===== src/rtl/alu_op_sequencer_if.sv =====
// Request/ALU/response bundle for alu_op_sequencer.
// The slave modport is the sequencer; the master modport is the requester/ALU side.
interface alu_op_sequencer_if #(
  parameter int unsigned WIDTH = 24
);
  logic             req_valid;
  logic             req_ready;
  logic [2:0]       Op;
  logic [WIDTH-1:0] A;
  logic [WIDTH-1:0] B;
  logic [WIDTH-1:0] AluA;
  logic [WIDTH-1:0] AluB;
  logic [2:0]       Selector;
  logic [WIDTH-1:0] alu_result;
  logic             rsp_valid;
  logic             rsp_ready;
  logic [WIDTH-1:0] Result;
  logic             Err;
  logic             Busy;

  modport master (
    output req_valid, Op, A, B, alu_result, rsp_ready,
    input  req_ready, AluA, AluB, Selector, rsp_valid, Result, Err, Busy
  );

  modport slave (
    input  req_valid, Op, A, B, alu_result, rsp_ready,
    output req_ready, AluA, AluB, Selector, rsp_valid, Result, Err, Busy
  );
endinterface


===== src/rtl/alu_op_sequencer.sv =====
// Valid/ready front end for the ALU and result mux; one operation in flight at a time.
// Define ALU_SEQ_MUL_EN to build the iterative shift-add MUL path; otherwise Op 100 is rejected.
module alu_op_sequencer #(
  parameter int unsigned WIDTH     = 24,
  parameter int unsigned MUL_STEPS = WIDTH
) (
  input logic               Clock,
  input logic               Reset,
  alu_op_sequencer_if.slave bus
);

  typedef enum logic [2:0] {
    OP_AND  = 3'b000,
    OP_OR   = 3'b001,
    OP_ADD  = 3'b010,
    OP_LESS = 3'b011,
    OP_MUL  = 3'b100,
    OP_XOR  = 3'b101
  } op_e;

`ifdef ALU_SEQ_MUL_EN
  typedef enum logic [1:0] {
    S_IDLE = 2'd0,
    S_EXEC = 2'd1,
    S_MUL  = 2'd2,
    S_RESP = 2'd3
  } state_e;
`else
  typedef enum logic [1:0] {
    S_IDLE = 2'd0,
    S_EXEC = 2'd1,
    S_RESP = 2'd3
  } state_e;
`endif

  state_e           state_q, state_d;
  logic [WIDTH-1:0] alu_a_q, alu_a_d;
  logic [WIDTH-1:0] alu_b_q, alu_b_d;
  logic [2:0]       sel_q, sel_d;
  logic [WIDTH-1:0] result_q, result_d;
  logic             err_q, err_d;
  logic             rsp_valid_q, rsp_valid_d;

`ifdef ALU_SEQ_MUL_EN
  localparam int unsigned CNT_W = (MUL_STEPS > 1) ? $clog2(MUL_STEPS) : 1;

  logic [WIDTH-1:0] acc_q, acc_d;
  logic [WIDTH-1:0] mcand_q, mcand_d;
  logic [WIDTH-1:0] mplier_q, mplier_d;
  logic [CNT_W-1:0] cnt_q, cnt_d;
  logic [WIDTH-1:0] acc_sum;
  logic             mul_last;

  // Accumulator value after the current step; the final step forwards it straight to Result.
  assign acc_sum  = mplier_q[0] ? (acc_q + mcand_q) : acc_q;
  assign mul_last = (cnt_q == CNT_W'(MUL_STEPS - 1));
`endif

  always_comb begin
    state_d     = state_q;
    alu_a_d     = alu_a_q;
    alu_b_d     = alu_b_q;
    sel_d       = sel_q;
    result_d    = result_q;
    err_d       = err_q;
    rsp_valid_d = rsp_valid_q;
`ifdef ALU_SEQ_MUL_EN
    acc_d       = acc_q;
    mcand_d     = mcand_q;
    mplier_d    = mplier_q;
    cnt_d       = cnt_q;
`endif

    case (state_q)
      S_IDLE: begin
        if (bus.req_valid) begin
          alu_a_d = bus.A;
          alu_b_d = bus.B;
          sel_d   = bus.Op;
          case (bus.Op)
            OP_AND, OP_OR, OP_ADD, OP_LESS, OP_XOR: begin
              state_d = S_EXEC;
            end
`ifdef ALU_SEQ_MUL_EN
            OP_MUL: begin
              state_d  = S_MUL;
              acc_d    = '0;
              mcand_d  = bus.A;
              mplier_d = bus.B;
              cnt_d    = '0;
            end
`endif
            default: begin
              state_d     = S_RESP;
              result_d    = '0;
              err_d       = 1'b1;
              rsp_valid_d = 1'b1;
            end
          endcase
        end
      end

      S_EXEC: begin
        result_d    = bus.alu_result;
        err_d       = 1'b0;
        rsp_valid_d = 1'b1;
        state_d     = S_RESP;
      end

`ifdef ALU_SEQ_MUL_EN
      S_MUL: begin
        acc_d    = acc_sum;
        mcand_d  = mcand_q << 1;
        mplier_d = mplier_q >> 1;
        cnt_d    = cnt_q + 1'b1;
        if (mul_last) begin
          result_d    = acc_sum;
          err_d       = 1'b0;
          rsp_valid_d = 1'b1;
          state_d     = S_RESP;
        end
      end
`endif

      S_RESP: begin
        if (rsp_valid_q && bus.rsp_ready) begin
          rsp_valid_d = 1'b0;
          state_d     = S_IDLE;
        end
      end

      default: begin
        state_d = S_IDLE;
      end
    endcase
  end

  always_ff @(posedge Clock) begin
    if (Reset) begin
      state_q     <= S_IDLE;
      alu_a_q     <= '0;
      alu_b_q     <= '0;
      sel_q       <= '0;
      result_q    <= '0;
      err_q       <= 1'b0;
      rsp_valid_q <= 1'b0;
    end else begin
      state_q     <= state_d;
      alu_a_q     <= alu_a_d;
      alu_b_q     <= alu_b_d;
      sel_q       <= sel_d;
      result_q    <= result_d;
      err_q       <= err_d;
      rsp_valid_q <= rsp_valid_d;
    end
  end

`ifdef ALU_SEQ_MUL_EN
  always_ff @(posedge Clock) begin
    if (Reset) begin
      acc_q    <= '0;
      mcand_q  <= '0;
      mplier_q <= '0;
      cnt_q    <= '0;
    end else begin
      acc_q    <= acc_d;
      mcand_q  <= mcand_d;
      mplier_q <= mplier_d;
      cnt_q    <= cnt_d;
    end
  end
`endif

  assign bus.req_ready = (state_q == S_IDLE) && !Reset;
  assign bus.Busy      = (state_q != S_IDLE);
  assign bus.AluA      = alu_a_q;
  assign bus.AluB      = alu_b_q;
  assign bus.Selector  = sel_q;
  assign bus.Result    = result_q;
  assign bus.Err       = err_q;
  assign bus.rsp_valid = rsp_valid_q;

endmodule

===== src/flat_wrapper.sv =====
// flat-port wrapper written by rule: the top's interface ports become plain ports
module alu_op_sequencer_flat 
#(
  parameter int unsigned WIDTH     = 24,
  parameter int unsigned MUL_STEPS = WIDTH
)
  (Clock, Reset, bus_req_valid, bus_Op, bus_A, bus_B, bus_alu_result, bus_rsp_ready, bus_req_ready, bus_AluA, bus_AluB, bus_Selector, bus_rsp_valid, bus_Result, bus_Err, bus_Busy);
  alu_op_sequencer_if #(.WIDTH(WIDTH)) bus_i ();
  input logic Clock;
  input logic Reset;
  input wire logic [$bits(bus_i.req_valid)-1:0] bus_req_valid;
  input wire logic [$bits(bus_i.Op)-1:0] bus_Op;
  input wire logic [$bits(bus_i.A)-1:0] bus_A;
  input wire logic [$bits(bus_i.B)-1:0] bus_B;
  input wire logic [$bits(bus_i.alu_result)-1:0] bus_alu_result;
  input wire logic [$bits(bus_i.rsp_ready)-1:0] bus_rsp_ready;
  output wire logic [$bits(bus_i.req_ready)-1:0] bus_req_ready;
  output wire logic [$bits(bus_i.AluA)-1:0] bus_AluA;
  output wire logic [$bits(bus_i.AluB)-1:0] bus_AluB;
  output wire logic [$bits(bus_i.Selector)-1:0] bus_Selector;
  output wire logic [$bits(bus_i.rsp_valid)-1:0] bus_rsp_valid;
  output wire logic [$bits(bus_i.Result)-1:0] bus_Result;
  output wire logic [$bits(bus_i.Err)-1:0] bus_Err;
  output wire logic [$bits(bus_i.Busy)-1:0] bus_Busy;
  assign bus_i.req_valid = bus_req_valid;
  assign bus_i.Op = bus_Op;
  assign bus_i.A = bus_A;
  assign bus_i.B = bus_B;
  assign bus_i.alu_result = bus_alu_result;
  assign bus_i.rsp_ready = bus_rsp_ready;
  assign bus_req_ready = bus_i.req_ready;
  assign bus_AluA = bus_i.AluA;
  assign bus_AluB = bus_i.AluB;
  assign bus_Selector = bus_i.Selector;
  assign bus_rsp_valid = bus_i.rsp_valid;
  assign bus_Result = bus_i.Result;
  assign bus_Err = bus_i.Err;
  assign bus_Busy = bus_i.Busy;
  alu_op_sequencer #(.WIDTH(WIDTH), .MUL_STEPS(MUL_STEPS)) u_core (.Clock(Clock), .Reset(Reset), .bus(bus_i));
endmodule

===== config.mk =====
export PLATFORM = sky130hd
export DESIGN_NAME = alu_op_sequencer_flat
export DESIGN_NICKNAME = d
export VERILOG_FILES = /design/src/rtl/alu_op_sequencer_if.sv /design/src/rtl/alu_op_sequencer.sv /design/src/flat_wrapper.sv
export SDC_FILE = /design/constraint.sdc
export NUM_CORES = 1
export LEC_CHECK = 0
export BUFFER_PORTS_ARGS = -buffer_cell sky130_fd_sc_hd__clkbuf_2
export CAP_MARGIN = 0
export CORE_MARGIN = 2
export CORE_UTILIZATION = 45
export CTS_CLUSTER_DIAMETER = 120
export DETAILED_ROUTE_END_ITERATION = 6
export HOLD_SLACK_MARGIN = 0.1
export PLACE_DENSITY_LB_ADDON = 0.08
export SLEW_MARGIN = 40
export SYNTH_ARGS = -nofsm -noshare
export SYNTH_HDL_FRONTEND = slang
export SYNTH_SLANG_ARGS = --single-unit

===== constraint.sdc =====
create_clock -name Clock -period 4 [get_ports Clock]
set_clock_uncertainty 0.05 [all_clocks]
set_input_delay 0.2 -clock Clock [delete_from_list [all_inputs] [get_ports Clock]]
set_output_delay 0.2 -clock Clock [all_outputs]
set_load 0.005 [all_outputs]

==> out/metrics.yaml, run 1 <==
synth.area.top_cells: "dfxtp_1, nand2_1, a21oi_1, a22oi_1, buf_6"
crit_fanout: 32
cpPeakStageDelay_ns: 0.80
yosysUniqueCellTypes: 25
hold_depth: 3
max_freq_mhz: 531.9
die_area_sq_um: 7191
drive_gt1_share_pct: 31.55
critPathCaptureType: "flop"
place_ws_ns: 2.137
crit_buf_inv: 1
worst_pin_slew_ns: 0.6729
root_buffer: "clkbuf_8"
finalSetupTns_ns: 0
cts_hold_buf: 75
firstDrtPassIters: 5
setup_viol: 0
crit_type: "flop to flop"
fin_crit_sh_pct: 47.00
fin_nets: 654
fp.coreArea_sq_um: 6350
setup_slack_ns: 2.120
grt_use_met3_pct: 6.195
ioPinCount: 158
seqPwrFrac_pct: 48.6
required_ns: 4.15
ant_nets: 0
grt_antenna_before_repair: 0
critPathArrivalTime_ns: 2.03
r2r_slack_ns: 2.12
clk_latency_ns: 0.33
numCtsBuffers: 9
period_needed_ns: 1.880
combPwrFrac_pct: 18.3
via_per_inst: 4.834
crit_chain: "or3b_2 -> buf_4 -> nand2_1 -> a21oi_1"
holdCritStartpoint: "bus_rsp_ready"
clk_pin_slew_worst_paths_ns: 0.08
worstSetupStartpointType: "flop"
yosys.area.top_type: "dfxtp_1"
gr-usage-met2_pct: 42.16
start_util_pct: 46.27
synth_seq_cells: 79
netSwitchingPower_uw: 481.9
hold_viol: 0
io_buffers: 157
maxSlewViolCount: 0
htree_levels: 3
grtUsageMet1_pct: 28.91
cts_tree: "done"
wl_per_cell_um: 13.12
syn_nets: 433
grt_overflow: 0
r2r_start: "u_core.state_q[1]$_SDFFE_PP0P_"
rsz0062_at_grt: "false"
clockPowerShare_pct: 33.1
diodes: 0
grt_pass1_vias: 3057
syn_inst: 354
busiest_layer: "met2"
crit_family: "simple AND/OR/NAND/NOR gates"
hpwlAfterDp_um: 4974
switching_share_pct: 26.14
grt_usage_pct: 24.42
yosys_warnings: 0
grt_pass1_wl_um: 13980
cts.sinks: 79
drt_iter0_drc: 178
ff2ff_path_depth: 4
place.gp.congestion: 0.7495
clk_path_buf_depth: 2
die_w_um: 84.80
syn_avg_cell_area_sq_um: 8.299
cts_resized: 0
wl_um: 8617
outcome: "finished clean"
rr_endpoint: "u_core.bus.AluA[14]$_SDFFE_PP0P_"
worst_path_max_delay_cell: "or3b_2"
power.leakage_nw: 2.083
synth_area_sq_um: 2938
maxCapViolCount: 0
cts_setup_buffers: 0
ys_seq_area_share_pct: 53.83
num_vias: 3176
vdd_drop_max_mv: 0.2692
drc: 0
rows: 29
relSlewSlack_pct: 55.14
powerDensity_nw_per_um2: 396.3
grt_start_max_net_pins: 58
whs_endpoint: "u_core.bus.rsp_valid$_SDFFE_PP0P_"
p_int_mw: 1.361
placed_area_sq_um: 3691
final_design_area_no_fill_sq_um: 4651
hold_path_class: "primary input to flop"
die_h_um: 84.80
synth_top_area_share_pct: 53.83
area_delta_synth_final_pct: 58.30
[cell usage after synthesis]
library cell / number
a21oi_1: 52
a22oi_1: 24
a311oi_1: 1
a31oi_1: 1
a32o_1: 1
buf_1: 1
buf_2: 5
buf_4: 6
buf_6: 6
clkbuf_1: 9
clkbuf_2: 1
dfxtp_1: 79
inv_2: 1
nand2_1: 129
nand2b_1: 1
nor2_1: 2
nor2b_1: 3
nor3b_2: 2
o21ai_0: 11
o21ai_1: 13
o21bai_1: 2
o31a_1: 1
or2_2: 1
or3_1: 1
or3b_1: 1
[stage by stage]
step	utilization (%)	hold slack (ns)	total power, mW	cells
3_5_place_dp	58.13	0.3785	1.190	566
3_3_place_gp	58.13	0.3717	1.184	566
6_report	73.24	0.1320	1.843	657
5_1_grt	73.24	0.1543	1.935	657
4_1_cts	73.24	0.1136	1.851	657
2_1_floorplan	-	0.2860	1.070	354
[cell families after synthesis]
logic type / synth area share [%]
buffers and inverters: 6.260
and+or+nand+nor: 19.17
DFF: 53.83
AOI/OAI and AO/OA: 20.74
[power groups by stage]
stage	Clock, mW	Sequential, mW	Combinational, mW
after floorplan	0	0.910	0.160
after detailed placement	0	0.912	0.278
after CTS	0.621	0.894	0.336
after global placement	0	0.909	0.274
after global routing	0.654	0.904	0.378
final	0.610	0.895	0.338
[cell usage in the layout (no fill, tap or decap), types with 6 or more instances in the layout]
cell type	count
a21oi_1	52
a22oi_1	24
buf_4	6
clkbuf_2	157
clkbuf_8	12
dfxtp_1	79
dlygate4sd3_1	75
nand2_1	129
o21ai_0	11
o21ai_1	13
[how the worst max path moves through the flow]
stage | startpoint | end | depth (start not counted)
finish | u_core.state_q[1]$_SDFFE_PP0P_ | u_core.bus.AluA[14]$_SDFFE_PP0P_ | 4
global route | u_core.state_q[0]$_SDFFE_PP0P_ | u_core.bus.AluA[14]$_SDFFE_PP0P_ | 4
CTS | u_core.state_q[1]$_SDFFE_PP0P_ | u_core.bus.AluB[22]$_SDFFE_PP0P_ | 4
detailed placement | u_core.state_q[1]$_SDFFE_PP0P_ | u_core.bus.AluB[12]$_SDFFE_PP0P_ | 4
global placement | u_core.state_q[1]$_SDFFE_PP0P_ | u_core.bus.AluA[17]$_SDFFE_PP0P_ | 4
floorplan | u_core.state_q[1]$_SDFFE_PP0P_ | u_core.bus.AluA[0]$_SDFFE_PP0P_ | 6
[flip-flops by register name (all words and copies together) (netlist names)]
register / cells
u_core.bus.AluA: 24
u_core.bus.Result: 24
u_core.bus.Selector: 3
u_core.bus.Err: 1
u_core.state_q: 2
u_core.bus.rsp_valid: 1
u_core.bus.AluB: 24
[layer usage]
metal | vias to the layer above | part of all wire (%) | wire length (um)
li1 | 1621 | - | -
met2 | 106 | 51 | 4383
met3 | 6 | 7.0 | 600
met5 | - | 0 | 0
met1 | 1443 | 41 | 3547
met4 | 0 | 1.0 | 86
[tightest hold or removal path, cell delays in order]
cell and delay, ns:
clkbuf_2 0.09, a311oi_1 0.08, o31a_1 0.10
[area by class of cell]
type,count,area (sq um)
Inverter,1,3.754
Clock buffer,13,168.9
Multi-Input combinational cell,246,1179
Tap cell,77,96.34
Sequential cell,79,1582
Fill cell,526,1699
Clock inverter,3,40.04
Timing Repair Buffer,238,1582
(Power assumes the default switching activity.)
==> run 2, diff against run 1 <==
--- a/config.mk
+++ b/config.mk
@@ -8,7 +8,7 @@
 export BUFFER_PORTS_ARGS = -buffer_cell sky130_fd_sc_hd__clkbuf_2
 export CAP_MARGIN = 0
 export CORE_MARGIN = 2
-export CORE_UTILIZATION = 45
+export CORE_UTILIZATION = 40
 export CTS_CLUSTER_DIAMETER = 120
 export DETAILED_ROUTE_END_ITERATION = 6
 export HOLD_SLACK_MARGIN = 0.1
==> constraint.sdc (replaced) <==
create_clock -name Clock -period 1.6 [get_ports Clock]
set_clock_uncertainty 0.05 [all_clocks]
set_input_delay 0.08 -clock Clock [delete_from_list [all_inputs] [get_ports Clock]]
set_output_delay 0.08 -clock Clock [all_outputs]
set_load 0.005 [all_outputs]
==> out/metrics.yaml, run 2 (same netlist as run 1, synthesis figures left out) <==
drive_gt1_share_pct: 32.02  # +0.47 points
wl_um: 8337  # -3.2%
numCtsBuffers: 9  # unchanged
root_buffer: "clkbuf_8"
hold_viol: 0  # unchanged
finalSetupTns_ns: 0  # unchanged
relSlewSlack_pct: 71.79  # +17 points
place.gp.congestion: 0.7247  # -3.3%
crit_type: "flop to primary output"
wl_per_cell_um: 12.21  # -6.9%
area_delta_synth_final_pct: 61.63
layout_commonest_cell: "clkbuf_2"
io_buffers: 157  # unchanged
powerDensity_nw_per_um2: 963.7  # +140%
worst_path_max_delay_cell: "dfxtp_1"
final_design_area_no_fill_sq_um: 4748  # +2.1%
grt_pass1_wl_um: 13430  # -3.9%
grt_pass1_vias: 2941  # -3.8%
die_w_um: 89.70  # +5.8%
crit_fanout: 9  # -72%
ant_nets: 0  # unchanged
hpwlAfterDp_um: 4985  # +0.23%
max_freq_mhz: 671.8
setup_viol: 0  # unchanged
cts_tree: "done"
critPathCaptureType: "primary output"
setup_slack_ns: 0.1114  # -2.009 ns
drt_iter0_drc: 128  # -28%
rows: 31  # +6.9%
hold_path_class: "primary input to flop"
crit_chain: "buf_4 -> or2_2 -> nor2_2 -> clkbuf_2"
most-common-layout-cells: "clkbuf_2, nand2_1, dfxtp_1"
multi_input_comb_area_sq_um: 1181  # +0.21%
die_h_um: 89.70  # +5.8%
worstSetupStartpointType: "flop"
clk_pin_slew_worst_paths_ns: 0.08  # about the same
num_vias: 3168  # -0.25%
period_needed_ns: 1.489
vdd_drop_max_mv: 0.5498  # +100%
ioPinCount: 158  # unchanged
firstDrtPassIters: 5  # unchanged
via_per_inst: 4.638  # -4.0%
finalNonFillerCells: 683  # +4.0%
fp.coreArea_sq_um: 7176  # +13%
dp.cells: 591  # +4.4%
htree_levels: 3  # unchanged
diodes: 0  # unchanged
required_ns: 1.47  # -2.68 ns
r2r_slack_ns: 0.25  # -1.87 ns
nFillCells: 627  # +19%
holdWs_ns: 0.2254  # +0.09344 ns
clk_path_buf_depth: 2  # unchanged
maxCapViolCount: 0  # unchanged
grt_antenna_before_repair: 0  # unchanged
cpPeakStageDelay_ns: 0.31  # -0.49 ns
power.leakage_nw: 2.114  # +1.5%
seq_area_sq_um: 1582  # unchanged
maxSlewViolCount: 0  # unchanged
rsz0062_at_grt: "false"
utilization_pct: 66.17  # -7.1 points
cts.sinks: 79  # unchanged
placed_area_sq_um: 3779  # +2.4%
worst_pin_slew_ns: 0.4225  # -0.2504 ns
critPathArrivalTime_ns: 1.36  # -0.67 ns
grt_start_max_net_pins: 52  # -10%
fin_crit_sh_pct: 93.04
outcome: "finished clean"
start_util_pct: 40.94  # -5.3 points
clk_latency_ns: 0.33  # about the same
grt_usage_pct: 20.14  # -4.3 points
place_ws_ns: 0.2565  # -1.881 ns
grt_overflow: 0  # unchanged
fin_nets: 659  # +0.76%
drc: 0  # unchanged
power.total_mw: 4.576  # +150%
die_area_sq_um: 8046  # +12%
-- run 2: cell count changes in the layout (fill, tap and decap cells not counted), sizes merged --
cell and change:
buf +3, clkinv +1, clkbuf -2, dlygate4sd3 +2
-- run 2: what timing repair did --
action	in CTS	in global routing
endpoints found under the hold margin	78	0
resized for setup	0	1
endpoints found under the setup margin	0	1
hold buffers	77	0
setup buffers	0	0
-- run 2: layout make-up --
class	count	area share, %
Timing Repair Buffer	243	34.99
Sequential cell	79	33.31
Multi-Input combinational cell	246	24.87
Clock buffer	11	3.188
Tap cell	99	2.609
Clock inverter	4	0.9486
Inverter	1	0.07905
-- run 2: worst max-delay path, delay by kind of cell (launching register included) --
family / cells / cell delay (ns)
buffers and inverters: 2 / 0.30
flip-flops: 1 / 0.31
AND/OR/NAND/NOR: 2 / 0.42
-- run 2: final timing paths --
check	from	endpoint	cells past startpoint
setup reg to reg	u_core.state_q[1]$_SDFFE_PP0P_	u_core.bus.AluB[2]$_SDFFE_PP0P_	4
setup / recovery	u_core.state_q[1]$_SDFFE_PP0P_	bus_req_ready	4
hold reg to reg	u_core.bus.AluB[23]$_SDFFE_PP0P_	u_core.bus.AluB[23]$_SDFFE_PP0P_	2
hold / removal	Reset	u_core.bus.AluA[12]$_SDFFE_PP0P_	3
-- run 2: layer usage --
metal	track usage, %	vias up	wire length (um)
li1	-	1632	-
met4	7.051	0	144
met1	24.60	1405	3585
met5	0	-	0
met3	6.119	10	588
met2	33.84	121	4019
-- run 2: power breakdown --
part,internal [mW],switching (mW),total (mW)
Sequential,2.13,0.0961,2.22
Combinational,0.463,0.431,0.895
Clock,0.790,0.668,1.46
